$ cat config.mk
export PLATFORM = sky130hd
export DESIGN_NAME = change_dispenser_flat
export DESIGN_NICKNAME = d
export VERILOG_FILES = /design/src/rtl/change_dispenser_if.sv /design/src/rtl/change_dispenser.sv /design/src/flat_wrapper.sv
export SDC_FILE = /design/constraint.sdc
export NUM_CORES = 1
export LEC_CHECK = 0
export BUFFER_PORTS_ARGS = -buffer_cell sky130_fd_sc_hd__buf_2
export CELL_PAD_IN_SITES_DETAIL_PLACEMENT = 0
export CELL_PAD_IN_SITES_GLOBAL_PLACEMENT = 1
export CORE_ASPECT_RATIO = 2
export CORE_MARGIN = 2
export CORE_UTILIZATION = 42
export CTS_CLUSTER_SIZE = 12
export DETAILED_ROUTE_END_ITERATION = 8
export GPL_ROUTABILITY_DRIVEN = 0
export HOLD_SLACK_MARGIN = 0.15
export PLACE_DENSITY = 0.85
export REMOVE_ABC_BUFFERS = 1
export SYNTH_ARGS = -nofsm -noshare
export SYNTH_HDL_FRONTEND = slang
export SYNTH_SLANG_ARGS = --single-unit
$ cat constraint.sdc
create_clock -name clk -period 3.7 [get_ports clk]
set_input_delay 1.11 -clock clk [delete_from_list [all_inputs] [get_ports clk]]
set_output_delay 1.11 -clock clk [all_outputs]
set_load 0.01 [all_outputs]
$ cat src/rtl/change_dispenser_if.sv
// Coin-pair request, restock and hopper/status signals between the dispenser and its driver.
// The master drives the request and restock side; the slave (dispenser) drives status and ejects.
interface change_dispenser_if;
    logic       start;
    logic [2:0] first_coin;
    logic [2:0] second_coin;
    logic       load;
    logic [1:0] load_quarters;
    logic [1:0] load_dimes;
    logic [1:0] load_nickels;
    logic [1:0] quarters;
    logic [1:0] dimes;
    logic [1:0] nickels;
    logic       eject_q;
    logic       eject_d;
    logic       eject_n;
    logic       busy;
    logic       done;
    logic       error;
    logic [3:0] dispensed;

    modport master (
        output start, first_coin, second_coin, load, load_quarters, load_dimes, load_nickels,
        input  quarters, dimes, nickels, eject_q, eject_d, eject_n, busy, done, error, dispensed
    );

    modport slave (
        input  start, first_coin, second_coin, load, load_quarters, load_dimes, load_nickels,
        output quarters, dimes, nickels, eject_q, eject_d, eject_n, busy, done, error, dispensed
    );
endinterface

$ cat src/rtl/change_dispenser.sv
// Dispenses a two-coin selection one coin at a time through the hopper solenoids
// and owns the coin inventory counters.
module change_dispenser #(
    parameter int unsigned HOLD_CYCLES = 3,
    parameter int unsigned GAP_CYCLES  = 2
) (
    input  logic                clk,
    input  logic                rst_n,
    change_dispenser_if.slave   bus
);

    localparam int unsigned INV_W   = 2;
    localparam int unsigned CODE_W  = 3;
    localparam int unsigned DISP_W  = 4;
    localparam int unsigned CNT_MAX = (HOLD_CYCLES > GAP_CYCLES) ? HOLD_CYCLES : GAP_CYCLES;
    localparam int unsigned CNT_W   = (CNT_MAX > 1) ? $clog2(CNT_MAX) : 1;

    localparam logic [CNT_W-1:0]  HOLD_LAST = CNT_W'(HOLD_CYCLES - 1);
    localparam logic [CNT_W-1:0]  GAP_LAST  = CNT_W'(GAP_CYCLES - 1);

    localparam logic [CODE_W-1:0] C_NONE    = CODE_W'(0);
    localparam logic [CODE_W-1:0] C_NICKEL  = CODE_W'(1);
    localparam logic [CODE_W-1:0] C_DIME    = CODE_W'(2);
    localparam logic [CODE_W-1:0] C_QUARTER = CODE_W'(5);

    typedef enum logic [2:0] {
        IDLE   = 3'd0,
        EJECT1 = 3'd1,
        GAP1   = 3'd2,
        EJECT2 = 3'd3,
        GAP2   = 3'd4,
        DONE   = 3'd5
    } state_t;

    state_t              r_state,   w_state_nxt;
    logic [CNT_W-1:0]    r_cnt,     w_cnt_nxt;
    logic [INV_W-1:0]    r_q,       w_q_nxt;
    logic [INV_W-1:0]    r_d,       w_d_nxt;
    logic [INV_W-1:0]    r_n,       w_n_nxt;
    logic [CODE_W-1:0]   r_cur,     w_cur_nxt;
    logic [CODE_W-1:0]   r_coin2,   w_coin2_nxt;
    logic                r_err,     w_err_nxt;
    logic [DISP_W-1:0]   r_disp,    w_disp_nxt;
    logic                r_eject_q, w_eject_q_nxt;
    logic                r_eject_d, w_eject_d_nxt;
    logic                r_eject_n, w_eject_n_nxt;
    logic                r_busy,    w_busy_nxt;
    logic                r_done,    w_done_nxt;
    logic                w_take;
    logic [CODE_W-1:0]   w_take_code;
    logic                w_eject_active;

    // Coin can be ejected: known denomination with stock on hand.
    function automatic logic f_avail(input logic [CODE_W-1:0] code,
                                     input logic [INV_W-1:0] q,
                                     input logic [INV_W-1:0] d,
                                     input logic [INV_W-1:0] n);
        case (code)
            C_NICKEL:  f_avail = (n != '0);
            C_DIME:    f_avail = (d != '0);
            C_QUARTER: f_avail = (q != '0);
            default:   f_avail = 1'b0;
        endcase
    endfunction

    // Coin request is faulty: unknown code or denomination out of stock; "none" is not a fault.
    function automatic logic f_err(input logic [CODE_W-1:0] code,
                                   input logic [INV_W-1:0] q,
                                   input logic [INV_W-1:0] d,
                                   input logic [INV_W-1:0] n);
        case (code)
            C_NONE:    f_err = 1'b0;
            C_NICKEL:  f_err = (n == '0);
            C_DIME:    f_err = (d == '0);
            C_QUARTER: f_err = (q == '0);
            default:   f_err = 1'b1;
        endcase
    endfunction

    always_comb begin
        w_state_nxt = r_state;
        w_cnt_nxt   = '0;
        w_q_nxt     = r_q;
        w_d_nxt     = r_d;
        w_n_nxt     = r_n;
        w_cur_nxt   = r_cur;
        w_coin2_nxt = r_coin2;
        w_err_nxt   = r_err;
        w_disp_nxt  = r_disp;
        w_take      = 1'b0;
        w_take_code = C_NONE;

        case (r_state)
            IDLE: begin
                if (bus.load) begin
                    w_q_nxt = bus.load_quarters;
                    w_d_nxt = bus.load_dimes;
                    w_n_nxt = bus.load_nickels;
                end else if (bus.start) begin
                    w_coin2_nxt = bus.second_coin;
                    w_disp_nxt  = '0;
                    w_err_nxt   = f_err(bus.first_coin, r_q, r_d, r_n);
                    if (f_avail(bus.first_coin, r_q, r_d, r_n)) begin
                        w_state_nxt = EJECT1;
                        w_take      = 1'b1;
                        w_take_code = bus.first_coin;
                    end else begin
                        // Skipped first coin: second coin is evaluated in the same cycle.
                        w_err_nxt = w_err_nxt | f_err(bus.second_coin, r_q, r_d, r_n);
                        if (f_avail(bus.second_coin, r_q, r_d, r_n)) begin
                            w_state_nxt = EJECT2;
                            w_take      = 1'b1;
                            w_take_code = bus.second_coin;
                        end else begin
                            w_state_nxt = DONE;
                        end
                    end
                end
            end
            EJECT1: begin
                if (r_cnt == HOLD_LAST) w_state_nxt = GAP1;
                else                    w_cnt_nxt   = r_cnt + CNT_W'(1);
            end
            GAP1: begin
                if (r_cnt == GAP_LAST) begin
                    if (f_avail(r_coin2, r_q, r_d, r_n)) begin
                        w_state_nxt = EJECT2;
                        w_take      = 1'b1;
                        w_take_code = r_coin2;
                    end else begin
                        w_err_nxt   = r_err | f_err(r_coin2, r_q, r_d, r_n);
                        w_state_nxt = DONE;
                    end
                end else begin
                    w_cnt_nxt = r_cnt + CNT_W'(1);
                end
            end
            EJECT2: begin
                if (r_cnt == HOLD_LAST) w_state_nxt = GAP2;
                else                    w_cnt_nxt   = r_cnt + CNT_W'(1);
            end
            GAP2: begin
                if (r_cnt == GAP_LAST) w_state_nxt = DONE;
                else                   w_cnt_nxt   = r_cnt + CNT_W'(1);
            end
            DONE:    w_state_nxt = IDLE;
            default: w_state_nxt = IDLE;
        endcase

        // Entering an eject state consumes one coin from inventory.
        if (w_take) begin
            w_cur_nxt  = w_take_code;
            w_disp_nxt = w_disp_nxt + DISP_W'(w_take_code);
            case (w_take_code)
                C_QUARTER: w_q_nxt = r_q - INV_W'(1);
                C_DIME:    w_d_nxt = r_d - INV_W'(1);
                C_NICKEL:  w_n_nxt = r_n - INV_W'(1);
                default:   w_q_nxt = r_q;
            endcase
        end

        w_eject_active = (w_state_nxt == EJECT1) || (w_state_nxt == EJECT2);
        w_eject_q_nxt  = w_eject_active && (w_cur_nxt == C_QUARTER);
        w_eject_d_nxt  = w_eject_active && (w_cur_nxt == C_DIME);
        w_eject_n_nxt  = w_eject_active && (w_cur_nxt == C_NICKEL);
        w_busy_nxt     = w_eject_active || (w_state_nxt == GAP1) || (w_state_nxt == GAP2);
        w_done_nxt     = (w_state_nxt == DONE);
    end

    always_ff @(posedge clk or negedge rst_n) begin
        if (!rst_n) begin
            r_state   <= IDLE;
            r_cnt     <= '0;
            r_q       <= '0;
            r_d       <= '0;
            r_n       <= '0;
            r_cur     <= C_NONE;
            r_coin2   <= C_NONE;
            r_err     <= 1'b0;
            r_disp    <= '0;
            r_eject_q <= 1'b0;
            r_eject_d <= 1'b0;
            r_eject_n <= 1'b0;
            r_busy    <= 1'b0;
            r_done    <= 1'b0;
        end else begin
            r_state   <= w_state_nxt;
            r_cnt     <= w_cnt_nxt;
            r_q       <= w_q_nxt;
            r_d       <= w_d_nxt;
            r_n       <= w_n_nxt;
            r_cur     <= w_cur_nxt;
            r_coin2   <= w_coin2_nxt;
            r_err     <= w_err_nxt;
            r_disp    <= w_disp_nxt;
            r_eject_q <= w_eject_q_nxt;
            r_eject_d <= w_eject_d_nxt;
            r_eject_n <= w_eject_n_nxt;
            r_busy    <= w_busy_nxt;
            r_done    <= w_done_nxt;
        end
    end

    assign bus.quarters  = r_q;
    assign bus.dimes     = r_d;
    assign bus.nickels   = r_n;
    assign bus.eject_q   = r_eject_q;
    assign bus.eject_d   = r_eject_d;
    assign bus.eject_n   = r_eject_n;
    assign bus.busy      = r_busy;
    assign bus.done      = r_done;
    assign bus.error     = r_err;
    assign bus.dispensed = r_disp;

endmodule

$ cat src/flat_wrapper.sv
// flat-port wrapper written by rule: the top's interface ports become plain ports
module change_dispenser_flat 
#(
    parameter int unsigned HOLD_CYCLES = 3,
    parameter int unsigned GAP_CYCLES  = 2
)
  (clk, rst_n, bus_start, bus_first_coin, bus_second_coin, bus_load, bus_load_quarters, bus_load_dimes, bus_load_nickels, bus_quarters, bus_dimes, bus_nickels, bus_eject_q, bus_eject_d, bus_eject_n, bus_busy, bus_done, bus_error, bus_dispensed);
  change_dispenser_if bus_i ();
  input  logic clk;
  input  logic rst_n;
  input wire logic [$bits(bus_i.start)-1:0] bus_start;
  input wire logic [$bits(bus_i.first_coin)-1:0] bus_first_coin;
  input wire logic [$bits(bus_i.second_coin)-1:0] bus_second_coin;
  input wire logic [$bits(bus_i.load)-1:0] bus_load;
  input wire logic [$bits(bus_i.load_quarters)-1:0] bus_load_quarters;
  input wire logic [$bits(bus_i.load_dimes)-1:0] bus_load_dimes;
  input wire logic [$bits(bus_i.load_nickels)-1:0] bus_load_nickels;
  output wire logic [$bits(bus_i.quarters)-1:0] bus_quarters;
  output wire logic [$bits(bus_i.dimes)-1:0] bus_dimes;
  output wire logic [$bits(bus_i.nickels)-1:0] bus_nickels;
  output wire logic [$bits(bus_i.eject_q)-1:0] bus_eject_q;
  output wire logic [$bits(bus_i.eject_d)-1:0] bus_eject_d;
  output wire logic [$bits(bus_i.eject_n)-1:0] bus_eject_n;
  output wire logic [$bits(bus_i.busy)-1:0] bus_busy;
  output wire logic [$bits(bus_i.done)-1:0] bus_done;
  output wire logic [$bits(bus_i.error)-1:0] bus_error;
  output wire logic [$bits(bus_i.dispensed)-1:0] bus_dispensed;
  assign bus_i.start = bus_start;
  assign bus_i.first_coin = bus_first_coin;
  assign bus_i.second_coin = bus_second_coin;
  assign bus_i.load = bus_load;
  assign bus_i.load_quarters = bus_load_quarters;
  assign bus_i.load_dimes = bus_load_dimes;
  assign bus_i.load_nickels = bus_load_nickels;
  assign bus_quarters = bus_i.quarters;
  assign bus_dimes = bus_i.dimes;
  assign bus_nickels = bus_i.nickels;
  assign bus_eject_q = bus_i.eject_q;
  assign bus_eject_d = bus_i.eject_d;
  assign bus_eject_n = bus_i.eject_n;
  assign bus_busy = bus_i.busy;
  assign bus_done = bus_i.done;
  assign bus_error = bus_i.error;
  assign bus_dispensed = bus_i.dispensed;
  change_dispenser #(.HOLD_CYCLES(HOLD_CYCLES), .GAP_CYCLES(GAP_CYCLES)) u_core (.clk(clk), .rst_n(rst_n), .bus(bus_i));
endmodule
# ---- Yosys cells after proc, flatten, opt, wreduce, memory -nomap -nowiden
# Index checks and enable logic that the tools add are counted.
# W data, S select, Z words.
dict set report totals {
  ff_bits 27
  latch_bits 0
  mem_bits_rw 0
  romBits 0
  input_bits 16
  out_inout_bits 16
  word_cells 150
  memories 0
}
dict set report op_classes {
  add_sub_neg 5
  mul 0
  div_mod_pow 0
  n_lt_le_gt_ge 0
  eq_ne 31
  shift 0
  n_mux 75
  n_bitwise 3
  reduce_logical 22
}
# op count
set op_table {}
lappend op_table {{$mux W3} 16}
lappend op_table {{$mux W1} 30}
lappend op_table {{$eq A3 B2 Y1 const B} 9}
lappend op_table {{$mux W2} 13}
lappend op_table {{$eq A3 B3 Y1 const B} 8}
lappend op_table {{$eq A3 B1 Y1 const B} 7}
lappend op_table {{$mux W4} 4}
lappend op_table {{$pmux W3 S5} 1}
lappend op_table {{$logic_not A3 Y1} 4}
lappend op_table {{$pmux W1 S4} 3}
lappend op_table {{$pmux W1 S3} 3}
lappend op_table {{$pmux W2 S2} 2}
lappend op_table {{$reduce_bool A2 Y1} 4}
lappend op_table {{$logic_not A2 Y1} 3}
lappend op_table {{$ne A2 B2 Y1 const B} 3}
lappend op_table {{$pmux W3 S2} 1}
lappend op_table {{$reduce_or A2 Y1} 3}
lappend op_table {{$sub A2 B1 Y2 const B} 3}
lappend op_table {{$reduce_and A5 Y1} 1}
lappend op_table {{$add A4 B3 Y4} 1}
lappend op_table {{$pmux W1 S2} 2}
lappend op_table {{$logic_and A1 B1 Y1} 3}
lappend op_table {{$logic_or A1 B1 Y1} 3}
lappend op_table {{$ne A3 B3 Y1 const B} 1}
lappend op_table {{other kinds (7)} 8}

# ---- Depth between registers and ports, before layout
# Gate-level depths: netlist of run 1.
dict set report logic_depth {
  depth_word 18
  mapped_depth 13
  depth_no_buf 12
}

# ---- Worst setup path after synthesis of run 1
# No wires, ideal clock.
dict set report synth_timing {
  path_kind {input-to-reg}
  startpoint {input bus_second_coin[0]}
  endpoint {register u_core.r_disp[2], in the netlist u_core.bus.dispensed[2]}
  arrival_time_ps 3120
  setup_slack_ps 457
  cell_stages 11
  path_buffers 1
  path_cell_list {nor4bb_2 or3_1 o21ai_2 a21boi_4 buf_6 nor2_1 ha_1 fa_1 xnor2_1 nor2_1 xnor2_1}
}
dict set report synth_via {
  elab_chain_len 13
  elab_cells_between_ends 20
}
# item line
set synth_lines {}
lappend synth_lines {{start: declaration} flat_wrapper.sv:13} ;# input wire logic [$bits(bus_i.second_coin)-1:0] bus_second_coin;
lappend synth_lines {{$eq A3 B3 Y1, or another cell as far along} change_dispenser.sv:58} ;# case (code)
lappend synth_lines {{$pmux W1 S3} change_dispenser.sv:58}
lappend synth_lines {{$mux W1} change_dispenser.sv:103} ;# if (f_avail(bus.first_coin, r_q, r_d, r_n)) begin
lappend synth_lines {{$mux W1} change_dispenser.sv:99} ;# end else if (bus.start) begin
lappend synth_lines {{$mux W1} change_dispenser.sv:95} ;# if (bus.load) begin
lappend synth_lines {{$mux W1} change_dispenser.sv:93} ;# case (r_state)
lappend synth_lines {{$mux W3} change_dispenser.sv:110} ;# if (f_avail(bus.second_coin, r_q, r_d, r_n)) begin
lappend synth_lines {{$mux W3} change_dispenser.sv:103}
lappend synth_lines {{$mux W3} change_dispenser.sv:99}
lappend synth_lines {{$mux W3} change_dispenser.sv:95}
lappend synth_lines {{$pmux W3 S2} change_dispenser.sv:93}
lappend synth_lines {{$add A4 B3 Y4} change_dispenser.sv:153} ;# w_disp_nxt = w_disp_nxt + DISP_W'(w_take_code);
lappend synth_lines {{$mux W4 (*)} change_dispenser.sv:151} ;# if (w_take) begin
lappend synth_lines {{net u_core.w_disp_nxt[2]} change_dispenser.sv:43} ;# logic [DISP_W-1:0] r_disp, w_disp_nxt;
lappend synth_lines {{end signal: assignment} change_dispenser.sv:195} ;# r_disp <= w_disp_nxt;
lappend synth_lines {{end: declaration} change_dispenser.sv:43}
# Mark *: on every way through the listed nets, which the timed path passes. The rest lies on a longest branch. The select of a mux whose other input is x is not followed.
# A chain may end at the register's enable or synchronous reset.

# ---- Worst setup path in the final report of run 1
# Ends and elaborated chain as after synthesis.

==> impl_metrics.toml, run 1 <==
[outcome]
outcome = "completed"

[power_and_ir_drop]
irDropWorstVdd_mv = 0.353
p_per_area_nw_per_um2 = 707
p_leak_nw = 0.987

[sta]
rsz0062_at_grt = "false"
period_needed_ns = 3.16
slew_headroom_pct = 59.0
fin_worst_skew_ns = 0.00812
timing.final.crit_share_pct = 85.3
fmax_mhz = 317
tightest_slew_ns = 0.612
setup-tns-final_ns = 0
final-setup-viol-count = 0
hold_viol = 0
drv_slew = 0

[detailed_routing]
via_per_inst = 5.52
drtPass1Iterations = 4
wl_per_cell_um = 14.6
drc = 0
vias = 1475
ant_nets = 0
drt_iter0_drc = 24
wl_um = 3910

[worst_setup_path]
r2r_start = "u_core.bus.nickels[0]$_DFF_PN0_"
cp_data_required_time_ns = 3.89
crit_type = "primary input to flip-flop"
reg2reg_depth = 12
rrSetupSlack_ns = 0.80
critPathMaxFanout = 6
arrival_ns = 3.35
critPathCaptureType = "flip-flop"
worstSetupStartpointType = "primary input"
reg2reg_to = "u_core.bus.dispensed[3]$_DFF_PN0_"

[clock_tree]
cts_setup_buffers = 0
cts_tree = "yes"
clock-sinks = 27
cts_buffers = 3
clock_latency_ns = 0.28
cts_resized = 0
clk_path_buf_depth = 2
root_buffer = "clkbuf_8"
ctsHoldBuffers = 0
htreeDepth = 1
clkTransAtPathRegs_ns = 0.10

[global_route]
grt_pass1_wl_um = 6810
grt_usage_pct = 18.7
grt.overflow.total = 0
grt_antenna_before_repair = 0
grt_start_max_net_pins = 28
first_global_vias = 1509

[finish]
layout-drive-gt1-share_pct = 26.0
antenna_cells = 0
layout_common_cells = "31 x buf_2, 27 x dfrtp_1, 23 x nor2_1"
stdcell_count = 267
multiInputGateArea_sq_um = 983
nFillCells = 436
ff_latch_area_sq_um = 676
mostFrequentLayoutCell = "buf_2"
area_growth_pct = 14.2
final_nets = 238

[logic_synthesis]
syn_avg_cell_area_sq_um = 9.50
ys_seq_area_share_pct = 38.7
synth_top_area_share_pct = 38.7
ys_ff_latch = 27
synth.distinct_cells = 56
yosysWarnings = 0
netlist_area_sq_um = 1750
synth_largest_area_cell = "dfrtp_1"
synth_area_leaders = "dfrtp_1 39%, nor2_1 4.9%, nand2_1 4.3%, ha_1 3.6%, a21oi_1 3.4%"
synth_cells = 184

[place]
place_inst = 263
dp_hpwl_um = 3060
io_buffers = 31

[floorplan]
die_h_um = 95.2
initial_core_util_pct = 43.2
core_area_sq_um = 4050
die_area_sq_um = 4720
die_w_um = 49.6
ios = 32
rows = 33

[worst_hold_path]
min_to = "u_core.bus.dimes[0]$_DFF_PN0_"
hold_depth = 1
hold_start = "u_core.bus.dimes[0]$_DFF_PN0_"
hp-class = "flip-flop to flip-flop"

[job]
maxCapViolCount = 0
[power breakdown]
group	total [mW]	internal (mW)	leakage [nW]	switching [mW]
Sequential	0.533	0.409	0.342	0.124
Combinational	0.700	0.311	0.623	0.389
Clock	0.179	0.0766	0.0217	0.102
[area by class of cell]
type | count | area share (%)
clock buffer | 3 | 2.07
clock inverter | 1 | 0.376
inverter | 10 | 1.88
multi-input combinational | 139 | 49.3
sequential | 27 | 33.9
tap | 52 | 3.26
timing repair buffer | 35 | 9.28
[through the flow]
| step | setup slack (ns) | util (%) | area, sq um | total power [mW] | hold slack (ns) |
|---|---|---|---|---|---|
| finish | 0.543 | 49.3 | 2000 | 1.41 | 0.510 |
| global route | 0.393 | 49.3 | 2000 | 1.55 | 0.529 |
| CTS | 0.559 | 49.3 | 2000 | 1.42 | 0.508 |
| detailed placement | 0.266 | 48.1 | 1950 | 1.24 | 0.490 |
| global placement | 0.295 | 48.1 | 1950 | 1.24 | 0.484 |
| floorplan | 0.209 | - | 1700 | 1.03 | 0.460 |
[registers in the layout, indices dropped and copies added (netlist names), 2 cells and up]
name	count
u_core.r_cnt	2
u_core.bus.nickels	2
u_core.bus.quarters	2
u_core.bus.dimes	2
u_core.r_state	3
u_core.r_coin2	3
u_core.bus.dispensed	4
u_core.r_cur	3
[logic make-up (layout without fill, tap and decap cells)]
family          after synthesis  in the layout  synth area share (%)
fa+ha+maj                     6              6                  4.72
buf+inv                      18             49                  5.08
mux                           6              6                  3.58
flops                        27             27                  38.7
simple gates                 84             84                  28.8
compound gates               39             39                  17.2
xor+xnor                      4              4                  2.00
[Yosys cell counts, drive strengths merged]
cell type	count
and4bb	1
nor2b	3
nand4bb	1
mux2i	4
o21ai	5
o211ai	3
a21o	4
nand2	20
a31oi	2
or3	4
a21oi	12
o41ai	2
a211oi	4
nand3	1
a211o	1
xnor2	3
nand4	2
nor4b	2
fa	1
mux2	2
nor4bb	2
ha	5
and2	3
nor2	24
o31ai	2
o2bb2ai	1
and3b	1
nand2b	2
nor3	7
and4b	1
a21boi	1
or2	1
inv	10
nand4b	1
or4b	2
dfrtp	27
or3b	4
nand3b	2
xor2	1
a31o	1
clkbuf	2
buf	6
o221ai	1
[how the worst max path moves through the flow]
stage | startpoint | endpoint | slack [ns] | cells past startpoint
final | bus_second_coin[0] | u_core.bus.dispensed[2]$_DFF_PN0_ | 0.54 | 11
after detailed placement | bus_first_coin[2] | u_core.bus.dispensed[3]$_DFF_PN0_ | 0.27 | 11
after global placement | bus_first_coin[2] | u_core.bus.dispensed[3]$_DFF_PN0_ | 0.29 | 11
after floorplan | bus_first_coin[2] | u_core.bus.dispensed[2]$_DFF_PN0_ | 0.21 | 8
after global routing | bus_second_coin[0] | u_core.bus.dispensed[2]$_DFF_PN0_ | 0.39 | 11
after CTS | bus_second_coin[0] | u_core.bus.dispensed[2]$_DFF_PN0_ | 0.56 | 11
[worst max-delay path, cell delays in order]
cell and delay (ns):
buf_2 0.14, nor4bb_2 0.19, or3_1 0.43, o21ai_2 0.19, a21boi_4 0.20, nor2_1 0.06
ha_1 0.23, fa_1 0.39, xnor2_1 0.14, nor2_1 0.13, xnor2_1 0.15
[metal layers]
metal / vias to the layer above / GRT usage (%) / wire length [um]
met1: 703 / 19.3 / 1460
met2: 39 / 34.9 / 2190
li1: 719 / - / -
met4: 0 / 10.4 / 146
met5: - / 0 / 0
met3: 14 / 2.98 / 119
No activity file was read; power rests on OpenSTA's default activity.
==> inputs of run 2 (changes only) <==
--- a/config.mk
+++ b/config.mk
@@ -5,17 +5,18 @@
 export SDC_FILE = /design/constraint.sdc
 export NUM_CORES = 1
 export LEC_CHECK = 0
+export ABC_AREA = 1
 export BUFFER_PORTS_ARGS = -buffer_cell sky130_fd_sc_hd__buf_2
 export CELL_PAD_IN_SITES_DETAIL_PLACEMENT = 0
 export CELL_PAD_IN_SITES_GLOBAL_PLACEMENT = 1
 export CORE_ASPECT_RATIO = 2
 export CORE_MARGIN = 2
-export CORE_UTILIZATION = 42
+export CORE_UTILIZATION = 39
 export CTS_CLUSTER_SIZE = 12
 export DETAILED_ROUTE_END_ITERATION = 8
 export GPL_ROUTABILITY_DRIVEN = 0
 export HOLD_SLACK_MARGIN = 0.15
-export PLACE_DENSITY = 0.85
+export PLACE_DENSITY = 0.84
 export REMOVE_ABC_BUFFERS = 1
 export SYNTH_ARGS = -nofsm -noshare
 export SYNTH_HDL_FRONTEND = slang
==> run 2 against run 1 <==
  * Clock power shrank 2%
  * Flip-flop and latch count is the same
  * Synthesized cell count grew 32%
  * Critical path depth up 5
  * Largest cell class unchanged
  * Global-route usage decreased by 0.33 points
==> impl_metrics.toml, run 2 <==
[clock_tree]
ctsHoldBuffers = 0
clock-sinks = 27
clkTransAtPathRegs_ns = 0.10
cts_tree = "yes"
cts_buffers = 3
htreeDepth = 1
clock_latency_ns = 0.28
clk_path_buf_depth = 2
root_buffer = "clkbuf_8"
cts_setup_buffers = 0
cts_resized = 0

[detailed_routing]
drtPass1Iterations = 4
drt_iter0_drc = 27
via_per_inst = 4.95
wl_um = 4070
vias = 1635
drc = 0
wl_per_cell_um = 12.3
ant_nets = 0

[power_and_ir_drop]
p_leak_nw = 1.09
netSwitchingPower_mw = 0.632
intPower_mw = 0.731
pwr-share-seq_pct = 35.6
p_per_area_nw_per_um2 = 684
pwr-share-clk_pct = 12.9
total_power_mw = 1.36
irDropWorstVdd_mv = 0.326
p_sw_share_pct = 46.4
combPwrFrac_pct = 51.5

[logic_synthesis]
ys_seq_area_share_pct = 38.9
synth.distinct_cells = 27
synth_mux_area_share_pct = 0
synth_top_area_share_pct = 38.9
netlist_area_sq_um = 1740
synth_top_family_by_area = "simple AND/OR/NAND/NOR gates"
synth_most_common_cell = "nand2_1"
synth_edf_count = 0
synth-adder-area-share_pct = 4.76
syn_avg_cell_area_sq_um = 7.15
ys_ff_latch = 27
synth-simple-area-share_pct = 35.4
synth_cells = 243
synth_ff_type = "dfrtp_1"
synth_area_leaders = "dfrtp_1 39%, nand2_1 14%, inv_1 7.6%, nand3_1 6.1%, nor2_1 5.2%"
synth-xor-area-share_pct = 0
synth-compound-area-share_pct = 11.2
synthTopCellsByCount = "63 x nand2_1, 35 x inv_1, 27 x dfrtp_1"
yosysWarnings = 0
synth-async-reset-ratio_pct = 100
synth_largest_area_cell = "dfrtp_1"

[sta]
fmax_mhz = 355
drv_slew = 0
hold_viol = 0
slew_headroom_pct = 49.8
final-setup-viol-count = 0
fin_worst_skew_ns = 0.00322
rsz0062_at_grt = "false"
period_needed_ns = 2.82
setup-tns-final_ns = 0
tightest_slew_ns = 0.750
timing.final.crit_share_pct = 76.1

[worst_setup_path]
cp_data_required_time_ns = 3.88
critPathMaxFanout = 6
crit_type = "primary input to flip-flop"
worstSetupStartpointType = "primary input"
r2r_start = "u_core.bus.quarters[0]$_DFFE_PN0P_"
critPathCaptureType = "flip-flop"
rrSetupSlack_ns = 1.17
critPathLaunch = "bus_first_coin[1]"
arrival_ns = 2.99

[finish]
area_growth_pct = 14.7
layout-drive-gt1-share_pct = 20.7
finalCoreUtilization_pct = 46.4
final_nets = 299
largest_reg_flops = 4
mostFrequentLayoutCell = "nand2_1"
layout_common_cells = "63 x nand2_1, 35 x inv_1, 31 x buf_2"
antenna_cells = 0

[place]
io_buffers = 31
dp_hpwl_um = 3320

[outcome]
outcome = "completed"

[floorplan]
initial_core_util_pct = 40.4
die_area_sq_um = 5040
die_w_um = 51.2
ios = 32
die_h_um = 98.4
core_area_sq_um = 4300
rows = 34

[job]
maxCapViolCount = 0

[global_route]
grt_start_max_net_pins = 28
grt.overflow.total = 0
grt_pass1_wl_um = 7160
first_global_vias = 1704
grt_usage_pct = 18.4
grt_antenna_before_repair = 0

[worst_hold_path]
hold_start = "u_core.r_cnt[0]$_DFF_PN0_"
hp-class = "flip-flop to flip-flop"
## run 2: cell count changes in the layout (fill, tap and decap cells not counted), moves of 6 or more
| cell | delta |
|---|---|
| nand2_1 | +43 |
| nand3_1 | +21 |
| nand2_2 | +8 |
| o21ai_0 | +14 |
| a21oi_1 | -6 |
| inv_2 | +6 |
| inv_1 | +25 |
| nor3_1 | -6 |
## run 2: power by group through the flow
| stage | logic (mW) | registers, mW | clock network [mW] |
|---|---|---|---|
| global placement | 0.706 | 0.488 | 0 |
| finish | 0.702 | 0.485 | 0.175 |
| detailed placement | 0.711 | 0.492 | 0 |
| CTS | 0.713 | 0.485 | 0.177 |
| global route | 0.825 | 0.500 | 0.191 |
| floorplan | 0.487 | 0.506 | 0 |
## run 2: layout make-up
| cell class | count | area (sq um) |
|---|---|---|
| clock inverters | 1 | 7.51 |
| flip-flops and latches | 27 | 676 |
| clock buffers | 3 | 41.3 |
| repair buffers | 31 | 155 |
| well taps | 54 | 67.6 |
| inverters | 41 | 154 |
| fillers | 467 | 2300 |
| multi-input cells | 173 | 891 |
## run 2: kinds of logic after synthesis
family	Yosys count
AND/OR/NAND/NOR	132
buffers and inverters	43
AO/OA/AOI/OAI	35
flip-flops	27
adder cells (fa/ha/maj)	6
## run 2: worst max-delay path: stages
cell and delay (ns):
buf_2 0.12, inv_1 0.12, nand3_1 0.10, nor2_2 0.21
nor2_4 0.09, and2_1 0.16, nand2_1 0.07, nand2_2 0.06
ha_1 0.22, fa_1 0.39, inv_1 0.06, nand2_1 0.04
nand2_1 0.07, nand2_1 0.05, nand2_1 0.06, nand2_1 0.04
## run 2: metrics by stage
step                      setup slack, ns  area, sq um  hold slack [ns]  std cells
final                               0.885         1990            0.461        330
after global routing                0.732         1990            0.500        330
after CTS                           0.863         1990            0.464        330
after detailed placement            0.565         1940            0.449        326
after global placement              0.581         1940            0.448        326
after floorplan                     0.927         1720            0.422        241
## run 2: per-layer routing
layer	share of wire [%]	vias up	routed length, um	track usage (%)
met5	0	-	0	0
met4	2.9	0	119	8.52
met3	1.8	10	72	1.07
met2	58	25	2350	36.0
met1	38	761	1530	18.4
li1	-	839	-	-
## run 2: final timing paths
kind	end	cells after the start
min in group asynchronous	u_core.bus.nickels[1]$_DFF_PN0_	1
worst min register to register	u_core.r_cnt[0]$_DFF_PN0_	1
worst max-delay path	u_core.bus.dispensed[2]$_DFF_PN0_	16
worst min-delay path	u_core.r_cnt[0]$_DFF_PN0_	1
max in group asynchronous	u_core.bus.eject_d$_DFF_PN0_	1
worst max register to register	u_core.bus.dispensed[2]$_DFF_PN0_	16
